==> src/rtl/dma_pkg.sv <==
// Shared types and constants for the OAM DMA sequencer.
package dma_pkg;

  localparam int unsigned ADDR_W = 16;
  localparam int unsigned DATA_W = 8;

  localparam logic [ADDR_W-1:0] DMA_TRIGGER_ADDR_DEFAULT = 16'h4014;
  localparam logic [ADDR_W-1:0] OAM_DATA_ADDR_DEFAULT    = 16'h2004;

  typedef enum logic [2:0] {
    IDLE  = 3'd0,
    HALT  = 3'd1,
    ALIGN = 3'd2,
    READ  = 3'd3,
    WAIT  = 3'd4,
    WRITE = 3'd5
  } dma_state_e;

endpackage

==> src/rtl/oam_dma.sv <==
// Sprite-memory DMA: copies page XX00-XXFF to the OAM data port while the CPU
// is halted; passes CPU bus traffic through when idle.
module oam_dma
  import dma_pkg::*;
#(
  parameter logic [ADDR_W-1:0] DMA_TRIGGER_ADDR = DMA_TRIGGER_ADDR_DEFAULT,
  parameter logic [ADDR_W-1:0] OAM_DATA_ADDR    = OAM_DATA_ADDR_DEFAULT
) (
  input  logic              clock_i,
  input  logic              reset_i,
  input  logic              cycle_tick_i,
  input  logic [ADDR_W-1:0] cpu_address_i,
  input  logic [DATA_W-1:0] cpu_data_i,
  input  logic              cpu_write_i,
  input  logic              cpu_valid_i,
  output logic [DATA_W-1:0] cpu_data_o,
  output logic              cpu_data_valid_o,
  output logic              cpu_halt_o,
  output logic [ADDR_W-1:0] bus_address_o,
  output logic [DATA_W-1:0] bus_data_o,
  output logic              bus_write_o,
  output logic              bus_valid_o,
  input  logic [DATA_W-1:0] bus_data_i,
  input  logic              bus_data_valid_i,
  output logic              busy_o
);

  dma_state_e        r_state;
  dma_state_e        w_state_next;
  logic [DATA_W-1:0] r_page;
  logic [DATA_W-1:0] w_page_next;
  logic [DATA_W-1:0] r_index;
  logic [DATA_W-1:0] w_index_next;
  logic [DATA_W-1:0] r_latch;
  logic [DATA_W-1:0] w_latch_next;
  logic              r_parity;
  logic              r_halt;
  logic              w_halt_next;
  logic              w_tick_even;
  logic              w_tick_odd;
  logic              w_trigger;
  logic              w_idle;

  assign w_idle      = (r_state == IDLE);
  assign w_tick_even = cycle_tick_i & ~r_parity;
  assign w_tick_odd  = cycle_tick_i & r_parity;
  assign w_trigger   = cycle_tick_i & cpu_valid_i & cpu_write_i
                     & (cpu_address_i == DMA_TRIGGER_ADDR);

  // State and datapath registers; reset abandons any transfer in flight.
  always_ff @(posedge clock_i or posedge reset_i) begin
    if (reset_i) begin
      r_state  <= IDLE;
      r_page   <= '0;
      r_index  <= '0;
      r_latch  <= '0;
      r_parity <= 1'b0;
      r_halt   <= 1'b0;
    end else begin
      r_state  <= w_state_next;
      r_page   <= w_page_next;
      r_index  <= w_index_next;
      r_latch  <= w_latch_next;
      r_parity <= r_parity ^ cycle_tick_i;
      r_halt   <= w_halt_next;
    end
  end

  // Next-state: reads on even ticks, writes on odd ticks, late data parks in WAIT.
  always_comb begin
    w_state_next = r_state;
    w_page_next  = r_page;
    w_index_next = r_index;
    w_latch_next = r_latch;
    case (r_state)
      IDLE: begin
        if (w_trigger) begin
          w_page_next  = cpu_data_i;
          w_index_next = '0;
          w_state_next = HALT;
        end
      end
      HALT: begin
        if (cycle_tick_i) begin
          w_state_next = r_parity ? READ : ALIGN;
        end
      end
      ALIGN: begin
        if (cycle_tick_i) begin
          w_state_next = READ;
        end
      end
      READ: begin
        if (w_tick_even) begin
          if (bus_data_valid_i) begin
            w_latch_next = bus_data_i;
            w_state_next = WRITE;
          end else begin
            w_state_next = WAIT;
          end
        end
      end
      WAIT: begin
        if (bus_data_valid_i) begin
          w_latch_next = bus_data_i;
          w_state_next = WRITE;
        end
      end
      WRITE: begin
        if (w_tick_odd) begin
          w_index_next = r_index + DATA_W'(1);
          w_state_next = (r_index == {DATA_W{1'b1}}) ? IDLE : READ;
        end
      end
      default: begin
        w_state_next = IDLE;
      end
    endcase
  end

  // Halt is held for exactly the cycles the sequencer owns the bus.
  assign w_halt_next = (w_state_next != IDLE);

  // Bus mux: CPU pass-through when idle, DMA request on active ticks, else quiet.
  always_comb begin
    bus_address_o = '0;
    bus_data_o    = '0;
    bus_write_o   = 1'b0;
    bus_valid_o   = 1'b0;
    case (r_state)
      IDLE: begin
        bus_address_o = cpu_address_i;
        bus_data_o    = cpu_data_i;
        bus_write_o   = cpu_write_i;
        bus_valid_o   = cpu_valid_i;
      end
      READ: begin
        if (w_tick_even) begin
          bus_address_o = {r_page, r_index};
          bus_valid_o   = 1'b1;
        end
      end
      WRITE: begin
        if (w_tick_odd) begin
          bus_address_o = OAM_DATA_ADDR;
          bus_data_o    = r_latch;
          bus_write_o   = 1'b1;
          bus_valid_o   = 1'b1;
        end
      end
      default: begin
        bus_valid_o = 1'b0;
      end
    endcase
  end

  // Read return path to the CPU only exists while idle.
  assign cpu_data_o       = w_idle ? bus_data_i : '0;
  assign cpu_data_valid_o = w_idle & bus_data_valid_i;
  assign cpu_halt_o       = r_halt;
  assign busy_o           = ~w_idle;

endmodule
==> config.mk <==
export PLATFORM = sky130hd
export DESIGN_NAME = oam_dma
export DESIGN_NICKNAME = d
export VERILOG_FILES = /design/src/rtl/dma_pkg.sv /design/src/rtl/oam_dma.sv
export SDC_FILE = /design/constraint.sdc
export NUM_CORES = 1
export LEC_CHECK = 0
export CAP_MARGIN = 5
export CORE_MARGIN = 8
export CORE_UTILIZATION = 40
export CTS_CLUSTER_DIAMETER = 40
export DETAILED_ROUTE_END_ITERATION = 10
export PLACE_DENSITY = 0.86
export SETUP_SLACK_MARGIN = 0.05
export SYNTH_ARGS = -nofsm -noshare
export SYNTH_HDL_FRONTEND = slang
export SYNTH_SLANG_ARGS = --single-unit
==> constraint.sdc <==
create_clock -name clock_i -period 3.3 [get_ports clock_i]
set_input_delay 0.66 -clock clock_i [delete_from_list [all_inputs] [get_ports clock_i]]
set_output_delay 0.66 -clock clock_i [all_outputs]
set_load 0.1 [all_outputs]
== Yosys cells after proc, flatten, opt, wreduce, memory -nomap -nowiden ==
Cells that the tools add are included.

* $add $sub $neg: 1
* $mul: 0
* Divide/modulo/power cells: 0
* Order comparisons: 0
* Equal/unequal tests: 10
* Shift operators: 0
* Mux-type cells: 26
* Bitwise gates (word level): 9
* Reductions and logical operators: 7

{| class="wikitable"
|+ Operator list
! kind !! number
|-
| two-way mux 8 bit || 6
|-
| case mux 16 bit (3 select lines) || 1
|-
| case mux 8 bit (2 select lines) || 3
|-
| two-way mux 3 bit || 6
|-
| case mux 3 bit (6 select lines) || 1
|-
| equality test 16 x 15 -> 1 bit, second input constant || 1
|-
| two-way mux 16 bit || 1
|-
| two-way mux 14 bit || 1
|-
| adder 8 x 1 -> 8 bit, second input constant || 1
|-
| equality test 8 bit, second input constant || 1
|-
| bitwise AND 1 bit || 6
|-
| equality test 3 x 2 -> 1 bit, second input constant || 2
|-
| equality test 3 bit, second input constant || 2
|-
| inequality test 2 bit, second input constant || 3
|-
| two-way mux 1 bit || 4
|-
| AND reduction 2 bit || 2
|-
| nonzero test 2 bit || 2
|-
| equality test 3 x 1 -> 1 bit, second input constant || 1
|-
| logical NOT 3 bit || 1
|-
| case mux 1 bit (3 select lines) || 1
|-
| AND reduction 3 bit || 1
|-
| nonzero test 3 bit || 1
|-
| two-way mux 2 bit || 1
|-
| inverter 1 bit || 2
|-
| other kinds (2) || 2
|}

* Flip-flop bits (word level): 29
* Latch bits: 0
* RAM bits: 0
* ROM bits: 0
* Input port bits: 38
* Output and inout bits: 37
* Word-level logic and storage cells: 59
* Memories: 0

== Logic depth before layout (Yosys ltp) ==
Gate-level depths: netlist of run 1.

* Word-level depth: 6
* Mapped depth: 7

== Worst setup path before layout of run 1 ==
No wires, ideal clock.

* Kind: input port to output port
* From: input cycle_tick_i
* To: output bus_address_o[0]
* Arrival: 2.427 ns
* Data required time: 2.640 ns
* Setup slack: 0.213 ns
* Stages on the path: 5
* Path buffers: 1
* Cell sequence: ha_1 > nand2_1 > nor3b_2 > clkbuf_1 > a22o_1

* Word-level cells in the longest chain between the ends: 3

{| class="wikitable"
|+ RTL lines
! what !! line !! source
|-
| start: declaration || oam_dma.sv:11 || <nowiki>input logic cycle_tick_i,</nowiki>
|-
| bitwise AND 1 bit || oam_dma.sv:45 || <nowiki>assign w_tick_even = cycle_tick_i & ~r_parity;</nowiki>
|-
| two-way mux 16 bit || oam_dma.sv:138 || <nowiki>if (w_tick_even) begin</nowiki>
|-
| case mux 16 bit (3 select lines) || oam_dma.sv:130 || <nowiki>case (r_state)</nowiki>
|-
| end: declaration || oam_dma.sv:19 || <nowiki>output logic [ADDR_W-1:0] bus_address_o,</nowiki>
|}

Every way passes these cells.

== Final worst setup path of run 1 ==
* From: input cycle_tick_i
* To: output bus_data_o[2]

* Word-level cells in the longest chain between the ends: 3

{| class="wikitable"
|+ RTL lines
! what !! line !! source
|-
| bitwise AND 1 bit || oam_dma.sv:46 || <nowiki>assign w_tick_odd = cycle_tick_i & r_parity;</nowiki>
|-
| two-way mux 8 bit || oam_dma.sv:144 || <nowiki>if (w_tick_odd) begin</nowiki>
|-
| case mux 8 bit (2 select lines) || oam_dma.sv:130 ||
|-
| end: declaration || oam_dma.sv:20 || <nowiki>output logic [DATA_W-1:0] bus_data_o,</nowiki>
|}

Every way passes these cells.

==> results of run 1 <==
-- layout by cell type, fill, tap and decap left out, types with 2 or more instances in the layout --
cell type	instances
clkbuf_8	5
or4_1	2
a22o_1	22
xnor2_1	3
a221o_1	2
buf_12	35
nand2b_1	2
nor4b_1	2
mux2_1	2
nor3_4	2
nor4_1	2
a21oi_1	3
nand4_1	2
inv_1	7
buf_4	10
ha_1	3
xor2_1	3
mux2_2	14
nand3_1	2
nand2_1	10
o21ai_0	2
and4b_1	2
clkbuf_1	3
nor2_1	9
and2_1	9
clkdlybuf4s50_1	37
dfrtp_1	29
-- critical path, stage by stage --
cell	delay, ns
clkdlybuf4s50_1	0.55
ha_1	0.26
and4b_1	0.33
buf_4	0.21
a22o_1	0.20
buf_12	0.19
-- registers in the layout (all words and copies together), names as in the netlist --
name and flops:
cpu_halt_o 1, r_page 8, r_parity 1, r_index 8, r_state 3, r_latch 8
-- final cells by class --
cell class                 instances  area share
clock buffer                       8      0.0273
inverter                           7     0.00897
multi-input combinational        112       0.303
sequential                        29       0.248
tap                               50      0.0214
timing repair buffer              82       0.391
-- logic make-up (layout without fill, tap and decap cells) --
family	after synthesis	after routing	synth area share
XOR/XNOR	6	6	0.0310
AND/OR/NAND/NOR	52	52	0.196
adder cells (fa/ha/maj)	3	3	0.0222
flip-flops	29	29	0.428
AO/OA/AOI/OAI	35	35	0.168
buffers and inverters	16	97	0.0473
multiplexers	16	16	0.106
-- metrics by stage --
stage	setup slack [ns]	util	hold slack, ns	instance area (µm²)	cells
2_1_floorplan	0.213	-	0.459	1690	157
3_3_place_gp	0.330	0.707	0.471	2850	280
3_5_place_dp	0.287	0.707	0.481	2850	280
4_1_cts	0.244	0.727	0.493	2930	288
5_1_grt	0.149	0.727	0.506	2930	288
6_report	0.252	0.727	0.490	2930	288
-- path summary, 6_finish.rpt --
kind / to / slack, ns / cells past startpoint
max in group asynchronous: r_latch[6] / 2.27 / 3
worst min register to register: r_page[6] / 0.49 / 1
worst max-delay path: bus_data_o[2] / 0.25 / 6
worst min-delay path: r_page[6] / 0.49 / 1
worst max register to register: r_page[2] / 0.91 / 5
min in group asynchronous: r_page[1] / 0.76 / 3
-- layer usage --
metal	global-route usage	share of wire	vias to the layer above
met5	0	0	-
met4	0.0625	0.021	0
met3	0.0839	0.087	12
met2	0.298	0.52	62
met1	0.175	0.37	764
li1	-	-	739
==> flow_summary.ini, run 1 <==
[status]
outcome = completed

[clocking]
clkSinkCount = 29
numCtsBuffers = 5
post_cts_buffers = 0
clock_latency_ns = 0.29
cts_hold_buf = 0
post_cts_resized = 0
htree_num_levels = 2
cts_root_buffer = clkbuf_8
cts_tree = done
cts_buffer_depth = 2
path_clk_slew_ns = 0.06

[worst_hold_path]
min_from = r_page[6]
hold_class = register to register

[synthesis]
synth_common_cells = 29 x dfrtp_1, 22 x a22o_1, 14 x mux2_2
synth_largest_area_cell = dfrtp_1
synth-main-ff-cell = dfrtp_1
syn_nets = 198
ys_types = 40
yosysTopAreaCellShare = 0.428
synth-edff-count = 0
yosys_warnings = 0
yosysMostFrequentCell = dfrtp_1
synth-seq-cells = 29
syn-cell-area_mm2 = 0.00169
yosysSeqAreaShare = 0.428
synth.area.top_cells = dfrtp_1 43%, a22o_1 11%, mux2_2 9.3%, and2_1 3.3%, ha_1 2.2%
syn_inst = 157
syn_avg_cell_area_um2 = 10.8
synth-async-reset-ratio = 1.00

[floorplan]
start_util = 0.420
die_area_mm2 = 0.00657
std_cell_rows = 23
ios = 75
core_mm2 = 0.00403
die_y_um = 81.1
die_x_um = 81.1

[drt]
drtIter0Drc = 102
ant_nets = 0
drt-total-wl_um = 5340
vias_per_cell = 5.48
drc = 0
avgRoutedWirePerCell_um = 18.5
drt-pass1-iter-count = 4
dr_total_vias = 1577

[sta]
finalHoldViolCount = 0
period_needed_ns = 3.05
finalSetupViolCount = 0
finalMaxSlewViolations = 0
rsz0062_at_grt = no
finalSetupTns_ns = 0
fmax_mhz = 328
period_share = 0.924
worst_pin_slew_ns = 0.635
clock-skew-final_ns = 0.00307
slew_headroom = 0.575

[layout]
nFillCells = 299
multiInputGateArea_um2 = 888
n_antenna_cell = 0
nets = 278
drive_above_1_share = 0.311
seqCellArea_um2 = 726
area.growth.synth_to_final_pct = 72.9

[place]
gp_congestion = 0.777
dpl.hpwl_um = 4250
port-buffer-count = 74

[setup_path]
cp-startpoint = cycle_tick_i
crit_type = input port to output pin
cp.arrival_ns = 2.39
r2r_start = r_state[0]
critPathCaptureType = output pin
startpoint_type = input port
worstPathRequired_ns = 2.64
cp_max_fo = 7

[global_routing]
grt_antenna_before_repair = 0
grt_overflow_total = 0
grt_max_degree = 30
grt_pass1_vias = 1765
grt_pass1_wl_um = 8650
grt_usage = 0.172

[run]
cap_violations = 0
Power of run 1 is not shown: default switching activity piles up to over one toggle a cycle in this logic, so the estimate is an artifact.
==> run 2: changes to the inputs <==
- ABC_CLOCK_PERIOD_IN_PS: unset -> 3300
==> results of run 2 <==
Same layout as run 1: the final DEF is identical, and so are final timing and power.
Power of run 2 is left out for the same reason.
==> run 3: changes to the inputs <==
- CORE_ASPECT_RATIO: unset -> 1.5
- CORE_MARGIN: 8 -> unset
- SKIP_CTS_REPAIR_TIMING: unset -> 1
==> run 3 against run 2 <==
Effect of this change:
- clock-buffer cell count decreased by 1
- critical path type unchanged
- sequential share of layout area increased by 0.19 points
- setup slack improved by 0.022 ns
- largest cell class unchanged
- critical endpoint is now bus_address_o[4]
- utilization increased by 0.074 points
- highest routed layer unchanged
- global-route usage increased by 6.7 points
==> flow_summary.ini, run 3 (synthesis results as in run 1) <==
[status]
outcome = completed

[sta]
period_needed_ns = 3.03
fmax_mhz = 330
finalSetupTns_ns = 0
clock-skew-final_ns = 0.00783
hold_slack_ns = 0.490
rsz0062_at_grt = no
worst_pin_slew_ns = 0.478
finalHoldViolCount = 0
slew_headroom = 0.677
period_share = 0.917
finalSetupViolCount = 0
finalMaxSlewViolations = 0

[layout]
n_antenna_cell = 0
layout_commonest_cell = clkdlybuf4s50_1
drive_above_1_share = 0.308
area.growth.synth_to_final_pct = 71.6
nets = 275
reg_top3 = r_index x8, r_latch x8, r_page x8
most-common-layout-cells = 37 x clkdlybuf4s50_1, 35 x buf_12, 29 x dfrtp_1

[setup_path]
worstPathRequired_ns = 2.64
crit_type = input port to output pin
cp_max_fo = 19
startpoint_type = input port
critPathCaptureType = output pin
cp.arrival_ns = 2.37

[place]
gp_congestion = 0.860
port-buffer-count = 74
dpl.hpwl_um = 3610

[clocking]
cts_tree = done
clock_latency_ns = 0.28
htree_num_levels = 2
clkSinkCount = 29
path_clk_slew_ns = 0.06
cts_root_buffer = clkbuf_8
cts_buffer_depth = 2
numCtsBuffers = 5

[drt]
dr_total_vias = 1571
avgRoutedWirePerCell_um = 17.1
drtIter0Drc = 21
drc = 0
drt-total-wl_um = 4780
ant_nets = 0
drt-pass1-iter-count = 4
vias_per_cell = 5.63

[floorplan]
start_util = 0.424
ios = 75
std_cell_rows = 28
die_x_um = 55.1
die_area_mm2 = 0.00450
core_mm2 = 0.00399
die_y_um = 81.7

[run]
cap_violations = 0

[global_routing]
grt_max_degree = 32
grt_overflow_total = 0
grt_pass1_vias = 1638
grt_antenna_before_repair = 0
grt_pass1_wl_um = 7540
grt_usage = 0.239

[worst_hold_path]
hold_class = register to register
run 3: cell count changes in the layout (fill, tap and decap cells not counted), sizes merged:
cell,change
buf,-3
clkbuf,-1
run 3: layout make-up:
type,count,area [µm²]
timing repair buffer,79,1120
fill,288,1090
multi-input combinational,112,888
sequential,29,726
clock buffer,7,86.3
tap,45,56.3
inverter,7,26.3
run 3: worst paths after layout:
check,start,end,slack [ns],cells after the start
setup / recovery,cycle_tick_i,bus_address_o[4],0.27,7
hold / removal,r_page[6],r_page[6],0.49,1
setup reg to reg,r_parity,r_state[0],1.26,7
hold reg to reg,r_page[6],r_page[6],0.49,1
max in group asynchronous,reset_i,r_latch[3],2.24,3
min in group asynchronous,reset_i,r_latch[6],0.77,3
run 3: worst max-delay path, cell delays in order:
cell and delay (ns):
clkdlybuf4s50_1 0.54, ha_1 0.19, nand2_1 0.08, nor3b_2 0.20, buf_4 0.27, a22o_1 0.24, buf_12 0.19
run 3: layer usage:
metal | wire [µm] | vias to the layer above | part of all wire | track usage
met5 | 0 | - | 0 | 0
met4 | 137 | 0 | 0.029 | 0.118
met3 | 275 | 13 | 0.057 | 0.0667
met2 | 2610 | 60 | 0.55 | 0.418
met1 | 1760 | 769 | 0.37 | 0.250
li1 | - | 729 | - | -
run 3: metrics by stage:
stage / std cells / util / worst slack (ns) / cell area (µm²)
after floorplan: 157 / - / 0.213 / 1690
after global placement: 272 / 0.706 / 0.345 / 2820
after detailed placement: 272 / 0.706 / 0.277 / 2820
after CTS: 279 / 0.728 / 0.269 / 2910
after global routing: 279 / 0.728 / 0.144 / 2910
final: 279 / 0.728 / 0.274 / 2910
Power of run 3 is left out for the same reason.
